### src/rtl/ram_arbiter.sv
// ram_arbiter
// Two-port round-robin front end for one single-port synchronous RAM.
// After reset it can optionally zero-fill the RAM.
// It then accepts at most one access per cycle and registers the RAM controls.
// Read data is steered back to the port that issued the read.
//
// Parameters:
//   A      address width (RAM depth 2^A)
//   D      data width
//   CLEAR  1 = zero-fill the RAM after reset before serving requests
//
// Ports:
//   clk, reset_n              clock (rising edge), asynchronous active-low reset
//   req/we/addr/wdata 0,1     requester side; fields are held until granted
//   gnt0/gnt1                 combinational accept (handshake on req & gnt)
//   rvalid0/1, rdata0/1       one-cycle read return pulse with data
//   busy                      high while the clear sequence runs
//   ram_addr/ram_din/ram_we   registered RAM controls
//   ram_dout                  RAM read data (one cycle after address sample)
module ram_arbiter #(
    parameter int A     = 10,
    parameter int D     = 8,
    parameter bit CLEAR = 1'b1
) (
    input  logic         clk,
    input  logic         reset_n,
    input  logic         req0,
    input  logic         we0,
    input  logic [A-1:0] addr0,
    input  logic [D-1:0] wdata0,
    input  logic         req1,
    input  logic         we1,
    input  logic [A-1:0] addr1,
    input  logic [D-1:0] wdata1,
    output logic         gnt0,
    output logic         gnt1,
    output logic         rvalid0,
    output logic         rvalid1,
    output logic [D-1:0] rdata0,
    output logic [D-1:0] rdata1,
    output logic         busy,
    output logic [A-1:0] ram_addr,
    output logic [D-1:0] ram_din,
    output logic         ram_we,
    input  logic [D-1:0] ram_dout
);

    typedef enum logic {
        ST_CLEAR = 1'b0,
        ST_RUN   = 1'b1
    } state_t;

    localparam state_t       RESET_STATE = CLEAR ? ST_CLEAR : ST_RUN;
    localparam logic [A-1:0] CNT_LAST    = '1;

    state_t       state_reg, state_next;
    logic [A-1:0] cnt_reg;
    logic         last_reg;        // port granted most recently
    logic [A-1:0] ram_addr_reg;
    logic [D-1:0] ram_din_reg;
    logic         ram_we_reg;
    // Read tag travels two stages: issued-to-RAM, then RAM-output-valid.
    logic         tag_valid_reg, tag_port_reg;
    logic         ret_valid_reg, ret_port_reg;

    logic [1:0]   req_vec, we_vec, gnt_vec, rvalid_vec;
    logic [A-1:0] addr_vec  [2];
    logic [D-1:0] wdata_vec [2];
    logic [D-1:0] rdata_vec [2];
    logic         accept;
    logic         sel;

    assign req_vec      = {req1, req0};
    assign we_vec       = {we1, we0};
    assign addr_vec[0]  = addr0;
    assign addr_vec[1]  = addr1;
    assign wdata_vec[0] = wdata0;
    assign wdata_vec[1] = wdata1;

    // ---------------- FSM: state register ----------------
    always_ff @(posedge clk or negedge reset_n) begin
        if (!reset_n) begin
            state_reg <= RESET_STATE;
        end else begin
            state_reg <= state_next;
        end
    end

    // ---------------- FSM: next state ----------------
    always_comb begin
        state_next = state_reg;
        if (state_reg == ST_CLEAR && cnt_reg == CNT_LAST) begin
            state_next = ST_RUN;
        end
    end

    // ---------------- FSM: outputs ----------------
    // Grant goes to the lone requester, or on a tie to the port that did not
    // win last. Gated by reset_n so no grant is visible while reset is held.
    always_comb begin
        busy    = (state_reg == ST_CLEAR);
        gnt_vec = 2'b00;
        if (state_reg == ST_RUN && reset_n) begin
            if (req_vec[0] && (!req_vec[1] || last_reg)) begin
                gnt_vec[0] = 1'b1;
            end else if (req_vec[1]) begin
                gnt_vec[1] = 1'b1;
            end
        end
    end

    assign gnt0   = gnt_vec[0];
    assign gnt1   = gnt_vec[1];
    assign accept = |(req_vec & gnt_vec);
    assign sel    = gnt_vec[1];

    // ---------------- Datapath ----------------
    always_ff @(posedge clk or negedge reset_n) begin
        if (!reset_n) begin
            cnt_reg       <= '0;
            last_reg      <= 1'b1;
            ram_addr_reg  <= '0;
            ram_din_reg   <= '0;
            ram_we_reg    <= 1'b0;
            tag_valid_reg <= 1'b0;
            tag_port_reg  <= 1'b0;
            ret_valid_reg <= 1'b0;
            ret_port_reg  <= 1'b0;
        end else begin
            ret_valid_reg <= tag_valid_reg;
            ret_port_reg  <= tag_port_reg;
            if (state_reg == ST_CLEAR) begin
                ram_addr_reg  <= cnt_reg;
                ram_din_reg   <= '0;
                ram_we_reg    <= 1'b1;
                cnt_reg       <= cnt_reg + 1'b1;
                tag_valid_reg <= 1'b0;
            end else if (accept) begin
                ram_addr_reg  <= addr_vec[sel];
                ram_din_reg   <= wdata_vec[sel];
                ram_we_reg    <= we_vec[sel];
                tag_valid_reg <= !we_vec[sel];
                tag_port_reg  <= sel;
                last_reg      <= sel;
            end else begin
                // Address and data hold; only the strobe and tag drop.
                ram_we_reg    <= 1'b0;
                tag_valid_reg <= 1'b0;
            end
        end
    end

    assign ram_addr = ram_addr_reg;
    assign ram_din  = ram_din_reg;
    assign ram_we   = ram_we_reg;

    // ---------------- Read return steering ----------------
    for (genvar gi = 0; gi < 2; gi++) begin : g_port
        assign rvalid_vec[gi] = ret_valid_reg && (ret_port_reg == 1'(gi));
        assign rdata_vec[gi]  = ram_dout;
    end

    assign rvalid0 = rvalid_vec[0];
    assign rvalid1 = rvalid_vec[1];
    assign rdata0  = rdata_vec[0];
    assign rdata1  = rdata_vec[1];

endmodule

### config.mk
export PLATFORM = sky130hd
export DESIGN_NAME = ram_arbiter
export DESIGN_NICKNAME = d
export VERILOG_FILES = /design/src/rtl/ram_arbiter.sv
export SDC_FILE = /design/constraint.sdc
export NUM_CORES = 1
export LEC_CHECK = 0
export BUFFER_PORTS_ARGS = -buffer_cell sky130_fd_sc_hd__buf_2
export CELL_PAD_IN_SITES_DETAIL_PLACEMENT = 1
export CELL_PAD_IN_SITES_GLOBAL_PLACEMENT = 2
export CORE_MARGIN = 10
export CORE_UTILIZATION = 24
export CTS_CLUSTER_DIAMETER = 30
export CTS_CLUSTER_SIZE = 16
export DETAILED_ROUTE_END_ITERATION = 8
export PLACE_DENSITY_LB_ADDON = 0.1
export SYNTH_ARGS = -nofsm -noshare
export SYNTH_HDL_FRONTEND = slang
export SYNTH_SLANG_ARGS = --single-unit
### constraint.sdc
create_clock -name clk -period 1.19 [get_ports clk]
set_input_delay 0.0595 -clock clk [delete_from_list [all_inputs] [get_ports clk]]
set_output_delay 0.0595 -clock clk [all_outputs]
set_load 0.005 [all_outputs]
==> results list, run 1 <==
- Portion of synthesized cell area occupied by the leading cell type: 0.479
* Sequential cell area: 877 um^2
* Ranking of synthesized cells by area: dfrtp_1 48%, buf_4 7.2%, mux2i_1 5.1%
* Dominant synthesized flop cell: dfrtp_1
* Total power divided by cell area: 862 nW/um^2
- Site row count: 31
- In the global route stage, overall resource usage came out at 0.112.
- Share of flip-flops with an asynchronous set or reset: 1.00
* Largest area contributor in the synthesized netlist: dfrtp_1
* Cell repeated most along the worst path: buf_6
- For this run, the slowest stage of the critical path takes 0.57 ns.
- In this run the most critical hold path is launched from wdata0[4].
- TritonCTS clock tree: built
- First drt pass iteration count: 4
- Excluding fillers, the count of instances in the completed layout stands at 337.
- Max-cap violations in this run came to 0.
* Post-placement worst setup slack: -0.210 ns
- The core region is 7210 um^2.
- F_max: 0.705 GHz
* Effective utilization at floorplan: 0.246
- Biggest fanout along the worst timing path: 2
- Worst min path class: in -> reg
* Data arrival at the endpoint of the critical path: 1.36 ns
* Part of the cycle the worst path needs: 1.19
* IO buf count: 65
- After global routing the overflow that remains totals 0.
- Number of enable-type register cells in the synthesized netlist: 0
- After detailed routing, the number of remaining DRC violations is 0.
- Design area: 2620 um^2
- In this run the horizontal extent of the chip is 106 um.
- Vert. Die Dim: 106 um
* Clk sink count: 35
- Final-report max-slew violation count: 0
- Critical Path Start: last_reg$_DFFE_PN1P_
- Synthesis produced a netlist whose cell count is 158.
* Seq cells post-synth: 35
- Via/cell ratio: 4.61
* Run status: complete, but fails checks
- Yosys printed 0 warnings.
* Library cell used as clock root buffer: clkbuf_8
- The worst setup path is captured at an output pin.
* Antenna viol nets, final: 0
- Number of vias after detailed routing: 1552
* Worst hold slack: 0.0111 ns
- Synthesized cell area: 1780 um^2
- Critical R2R Launch: last_reg$_DFFE_PN1P_
- H-tree Lvls: 2
* Final critical-path setup slack: -0.228 ns
- The worst setup path is of the reg -> out kind.
* CTS Buffer Depth: 2
- CP Cell Sequence: buf_6 -> nand2b_4 -> and3_4 -> buf_6
- The slowest stage of the critical path is the dfstp_2 cell.
* Combined area of the multi-input logic cells: 802 um^2
- STA classifies the critical path startpoint as a flip-flop.
- I/O pin total: 90
- The share of the Yosys chip area taken by registers is 0.493.
* VDD IR-drop max: 0.000322 V
- In the final layout, the share of cells above drive strength 1 is 0.521.
- Violations in the final reports: negative setup slack
- Nets@finish: 288
* Later-pin clock latency in the skew report: 0.28 ns
* Area growth from synthesis to layout: 47.2%
* HPWL after detailed placement: 4.71 mm
* Ant. Diodes: 0
* Largest delay contributor family on the critical path: flip-flops
* Buf+Inv Stages, Crit Path: 2
- Net count of the mapped netlist: 209
* Transition time at the pin with the least slew margin: 0.292 ns
- The final hold violation count was 0.
* Leakage power summed over all cells: 1.31 nW
- Clock-pin slew reported for the worst setup and hold paths after clock tree synthesis: 0.07 ns
- Placement Cell Area: 2180 um^2
- The die covers 11300 um^2.
* Total instance count after detailed placement: 313
* Final wirelength: 6.32 mm
- After synthesis, the mean cell area works out to 11.3 um^2.
- Clk_skew: 0.00517 ns
- Routed length per instance: 18.7 um
* Slew headroom: 0.805
* First-pass GRT wire length: 10.1 mm
- The number of antenna violations at the first check in global routing was 0.
* DRC marker count from the first detailed-route iteration: 39
- Final setup violation count: 29
- Critical Path RT: 1.13 ns
* Yosys cell types: 39
- CTS buffer count: 5
- Entering global routing, the biggest net connects 22 pins.
* Number of fill cells: 832
- Weighted congestion reported at the end of routability-driven placement: 0.812
- The routed design could run at a clock period as short as 1.42 ns.
* Vias in the first global route: 1834
- Setup repair after global routing missed its margin: yes
routing by layer:
layer	part of all wire	up-vias	GRT usage	routed length [um]
li1	-	716	-	-
met1	0.39	774	0.119	2440
met2	0.53	58	0.202	3350
met3	0.076	4	0.0465	478
met4	0.0082	0	0.0280	52
met5	0	-	0	0
through the flow:
step,setup TNS (ns),utilization,power (mW)
finish,-3.03,0.363,2.26
global placement,-1.41,0.302,1.39
floorplan,-0.708,-,1.31
global route,-4.97,0.363,2.39
detailed placement,-1.99,0.302,1.40
CTS,-2.79,0.351,2.29
layout make-up:
| type | count | area share |
|---|---|---|
| Inverter | 14 | 0.0229 |
| Sequential cell | 35 | 0.335 |
| Timing Repair Buffer | 95 | 0.258 |
| Multi-Input combinational cell | 86 | 0.306 |
| Clock buffer | 8 | 0.0306 |
| Tap cell | 99 | 0.0473 |
logic make-up after synthesis:
logic type / after synthesis / synth area share
muxes: 10 / 0.0570
adders and majority gates: 1 / 0.00704
buffers and inverters: 38 / 0.131
AOI/OAI and AO/OA: 31 / 0.146
xor gates and xnor gates: 9 / 0.0443
DFF: 35 / 0.493
and+or+nand+nor: 34 / 0.121
placed cells by master, fill, tap and decap left out, types with 7 or more instances in the layout:
cell type | Yosys | layout
buf_2 | 3 | 62
dfrtp_1 | 34 | 34
buf_4 | 17 | 14
inv_1 | 14 | 13
buf_6 | 3 | 11
and3_1 | 9 | 9
xnor2_1 | 9 | 8
a221o_1 | 8 | 8
nand3_1 | 11 | 7
o221ai_1 | 9 | 7
report_power, final:
part           switching (mW)  internal [mW]
sequential                  0           1.19
combinational           0.111          0.118
clock                   0.422          0.416
total                   0.532           1.72
final timing paths:
kind / to / slack (ns) / cells after the start
max in group asynchronous: state_reg$_DFFE_PN0P_ / 0.52 / 3
worst min register to register: ret_valid_reg$_DFF_PN0_ / 0.35 / 0
min in group asynchronous: ret_port_reg$_DFF_PN0_ / 0.16 / 2
worst max register to register: ram_din[5]$_DFFE_PN0P_ / -0.21 / 5
worst min-delay path: ram_din[4]$_DFFE_PN0P_ / 0.01 / 2
worst max-delay path: gnt0 / -0.23 / 4
timing repair:
action	4_1_cts	5_1_grt
gates cloned	3	0
pin swaps	13	12
resized for setup	34	14
endpoints found under the hold margin	37	0
setup buffers	8	2
endpoints found under the setup margin	25	32
hold buffers	4	0
cell usage after synthesis (3+ instances only):
master and count:
a221o_1 8, and3_1 9, buf_2 3, buf_4 17
buf_6 3, dfrtp_1 34, inv_1 14, mux2i_1 9
nand3_1 11, o221ai_1 9, xnor2_1 9
(Power assumes the default switching activity.)
==> run 2: changes to the inputs <==
==> constraint.sdc (replaced) <==
create_clock -name clk -period 1.19 [get_ports clk]
set_input_delay 0.0595 -clock clk [delete_from_list [all_inputs] [get_ports clk]]
set_output_delay 0.0595 -clock clk [all_outputs]
set_load 0.01 [all_outputs]
==> results list, run 2 (synthesized netlist as in run 1, its figures left out) <==
- The upper clock frequency limit is 0.705 GHz (about the same).
- The number of clock sinks was 35 (unchanged).
- The x dimension of the die is 106 um (unchanged).
- The number of antenna violations at the first check in global routing is 0 (unchanged).
* Site row count: 31 (unchanged)
* CTS buffer count: 5 (unchanged)
- The share of layout cells above drive strength 1 came to 0.504 (-0.0168).
* Slew headroom: 0.811 (+0.00558)
* Clk_skew: 0.00393 ns (-0.00124 ns)
* Nets@finish: 288 (unchanged)
- The count of input and output buffers came to 65 (unchanged).
* HPWL after detailed placement: 4.79 mm (+1.8%)
* Min Clock Period, post-route: 1.42 ns (+0.00125 ns)
* DRC marker count from the first detailed-route iteration: 29 (-26%)
- Number of vias after detailed routing: 1553 (+0.064%)
- Transition time at the pin with the least slew margin: 0.283 ns (-0.00900 ns)
- First-pass GRT wire length: 9.94 mm (-1.4%)
- Final wirelength: 6.25 mm (-1.1%)
* Vias in the first global route: 1826 (-0.44%)
- The final standard cell utilization of the core is 0.354 (-0.00850).
- The maximum number of buffers from clock root to sink came to 2 (unchanged).
- Final non-filler cell total: 337 (unchanged)
* Worst min path class: in -> reg
- The number of inserted diodes came to 0 (unchanged).
* Setup repair after global routing missed its margin: yes
* Total global-route track usage: 0.110 (-0.00217)
* Leakage power summed over all cells: 1.32 nW (+0.83%)
- Slowest CP cell: dfstp_2
* Biggest fanout along the worst timing path: 2 (unchanged)
* Number of DRC violations after detailed routing: 0 (unchanged)
* Total instance count after detailed placement: 315 (+0.64%)
- Grouping stages by cell kind, the critical path spends the most delay in flip-flops.
- Most frequent standard cell in the layout excluding fill and tap cells: buf_2
- Run status: complete, but fails checks
- Total overflow reported by the global router: 0 (unchanged)
* Total power divided by cell area: 917 nW/um^2 (+6.4%)
- Design area: 2560 um^2 (-2.3%)
- The final hold violation count is 0 (unchanged).
- The total design power was 2.34 mW (+3.9%).
- The final number of setup-violating endpoints came to 30 (+3.4%).
* VDD IR-drop max: 0.000327 V (+1.6%)
- I/O pin total: 90 (unchanged)
* Via/cell ratio: 4.61 (about the same)
- TritonCTS clock tree: built
- The worst-skew pair later-pin latency came to 0.28 ns (about the same).
- The delay of the slowest critical-path stage was 0.57 ns (about the same).
* Weighted congestion reported at the end of routability-driven placement: 0.808 (-0.54%)
- The worst setup path is of the reg -> out kind.
* CP Cell Sequence: buf_6 -> nand2b_4 -> and3_4 -> buf_6
- The reg2reg setup slack was -0.18 ns (+0.03 ns).
- The arrival time at the worst endpoint is 1.36 ns (about the same).
* CP startpoint kind: flip-flop
* Critical Path RT: 1.13 ns (about the same)
- Post-placement worst setup slack: -0.176 ns (+0.0334 ns)
- Leading cell types in the layout, fill and taps excluded: 62 x buf_2, 33 x dfrtp_1, 16 x buf_4
- The tree is rooted in a clkbuf_8.
* Final total negative setup slack: -2.99 ns (+0.0450 ns)
* Number of max-cap violations: 0 (unchanged)
* Vert. Die Dim: 106 um (unchanged)
- The worst path setup slack after routing is -0.229 ns (-0.00125 ns).
* Area growth from synthesis to layout: 43.8%
* Placement Cell Area: 2190 um^2 (+0.69%)
- Violations in the final reports: negative setup slack
- Part of the cycle the worst path needs: 1.19 (about the same)
- Final-report max-slew violation count: 0 (unchanged)
* Core Box Area: 7210 um^2 (unchanged)
* Buf+Inv Stages, Crit Path: 2 (unchanged)
- The residual antenna-violating net count after detailed routing was 0 (unchanged).
- The level count of the clock H-tree is 2 (unchanged).
- First drt pass iteration count: 4 (unchanged)
* Pin count of the biggest net entering global routing: 22 (unchanged)
* Area of the die: 11300 um^2 (unchanged)
- The worst slack on hold paths was 0.0102 ns (-0.000911 ns).
* Routed length per instance: 18.5 um (-1.1%)
- Cell repeated most along the worst path: buf_6
- Effective utilization at floorplan: 0.246 (unchanged)
* Crit end category: output pin
* Clock-pin slew reported for the worst setup and hold paths after clock tree synthesis: 0.07 ns (about the same)
-- run 2: cell count changes in the layout (fill, tap and decap cells not counted), sizes merged --
cell         before  now
buf              91   93
dlygate4sd3       4    3
and2              4    3
-- run 2: worst paths after layout --
kind,from,end,depth (start not counted)
setup / recovery,last_reg$_DFFE_PN1P_,gnt0,4
hold / removal,wdata1[7],ram_din[7]$_DFFE_PN0P_,2
setup reg to reg,last_reg$_DFFE_PN1P_,ram_din[1]$_DFFE_PN0P_,5
hold reg to reg,tag_valid_reg$_DFF_PN0_,ret_valid_reg$_DFF_PN0_,0
max in group asynchronous,reset_n,state_reg$_DFFE_PN0P_,3
min in group asynchronous,reset_n,ret_port_reg$_DFF_PN0_,2
-- run 2: repair_timing --
action,in CTS,in global routing
pin swaps,10,8
setup buffers,10,3
endpoints found under the hold margin,36,0
resized for setup,23,11
hold buffers,3,0
cloned,0,0
endpoints found under the setup margin,31,32
-- run 2: final cells by class --
type	instances	area, um^2
Timing Repair Buffer	96	656
Fill cell	845	4660
Inverter	14	57.6
Clock buffer	8	100
Multi-Input combinational cell	85	741
Tap cell	99	124
Sequential cell	35	878
-- run 2: metal layers --
layer | up-vias | global-route usage | wire [um]
li1 | 712 | - | -
met1 | 778 | 0.112 | 2400
met2 | 57 | 0.202 | 3320
met3 | 6 | 0.0423 | 421
met4 | 0 | 0.0348 | 102
met5 | - | 0 | 0
-- run 2: where the power goes --
part,switching (mW),internal [mW]
sequential,0,1.19
clock,0.430,0.529
combinational,0.100,0.0957
total,0.530,1.81
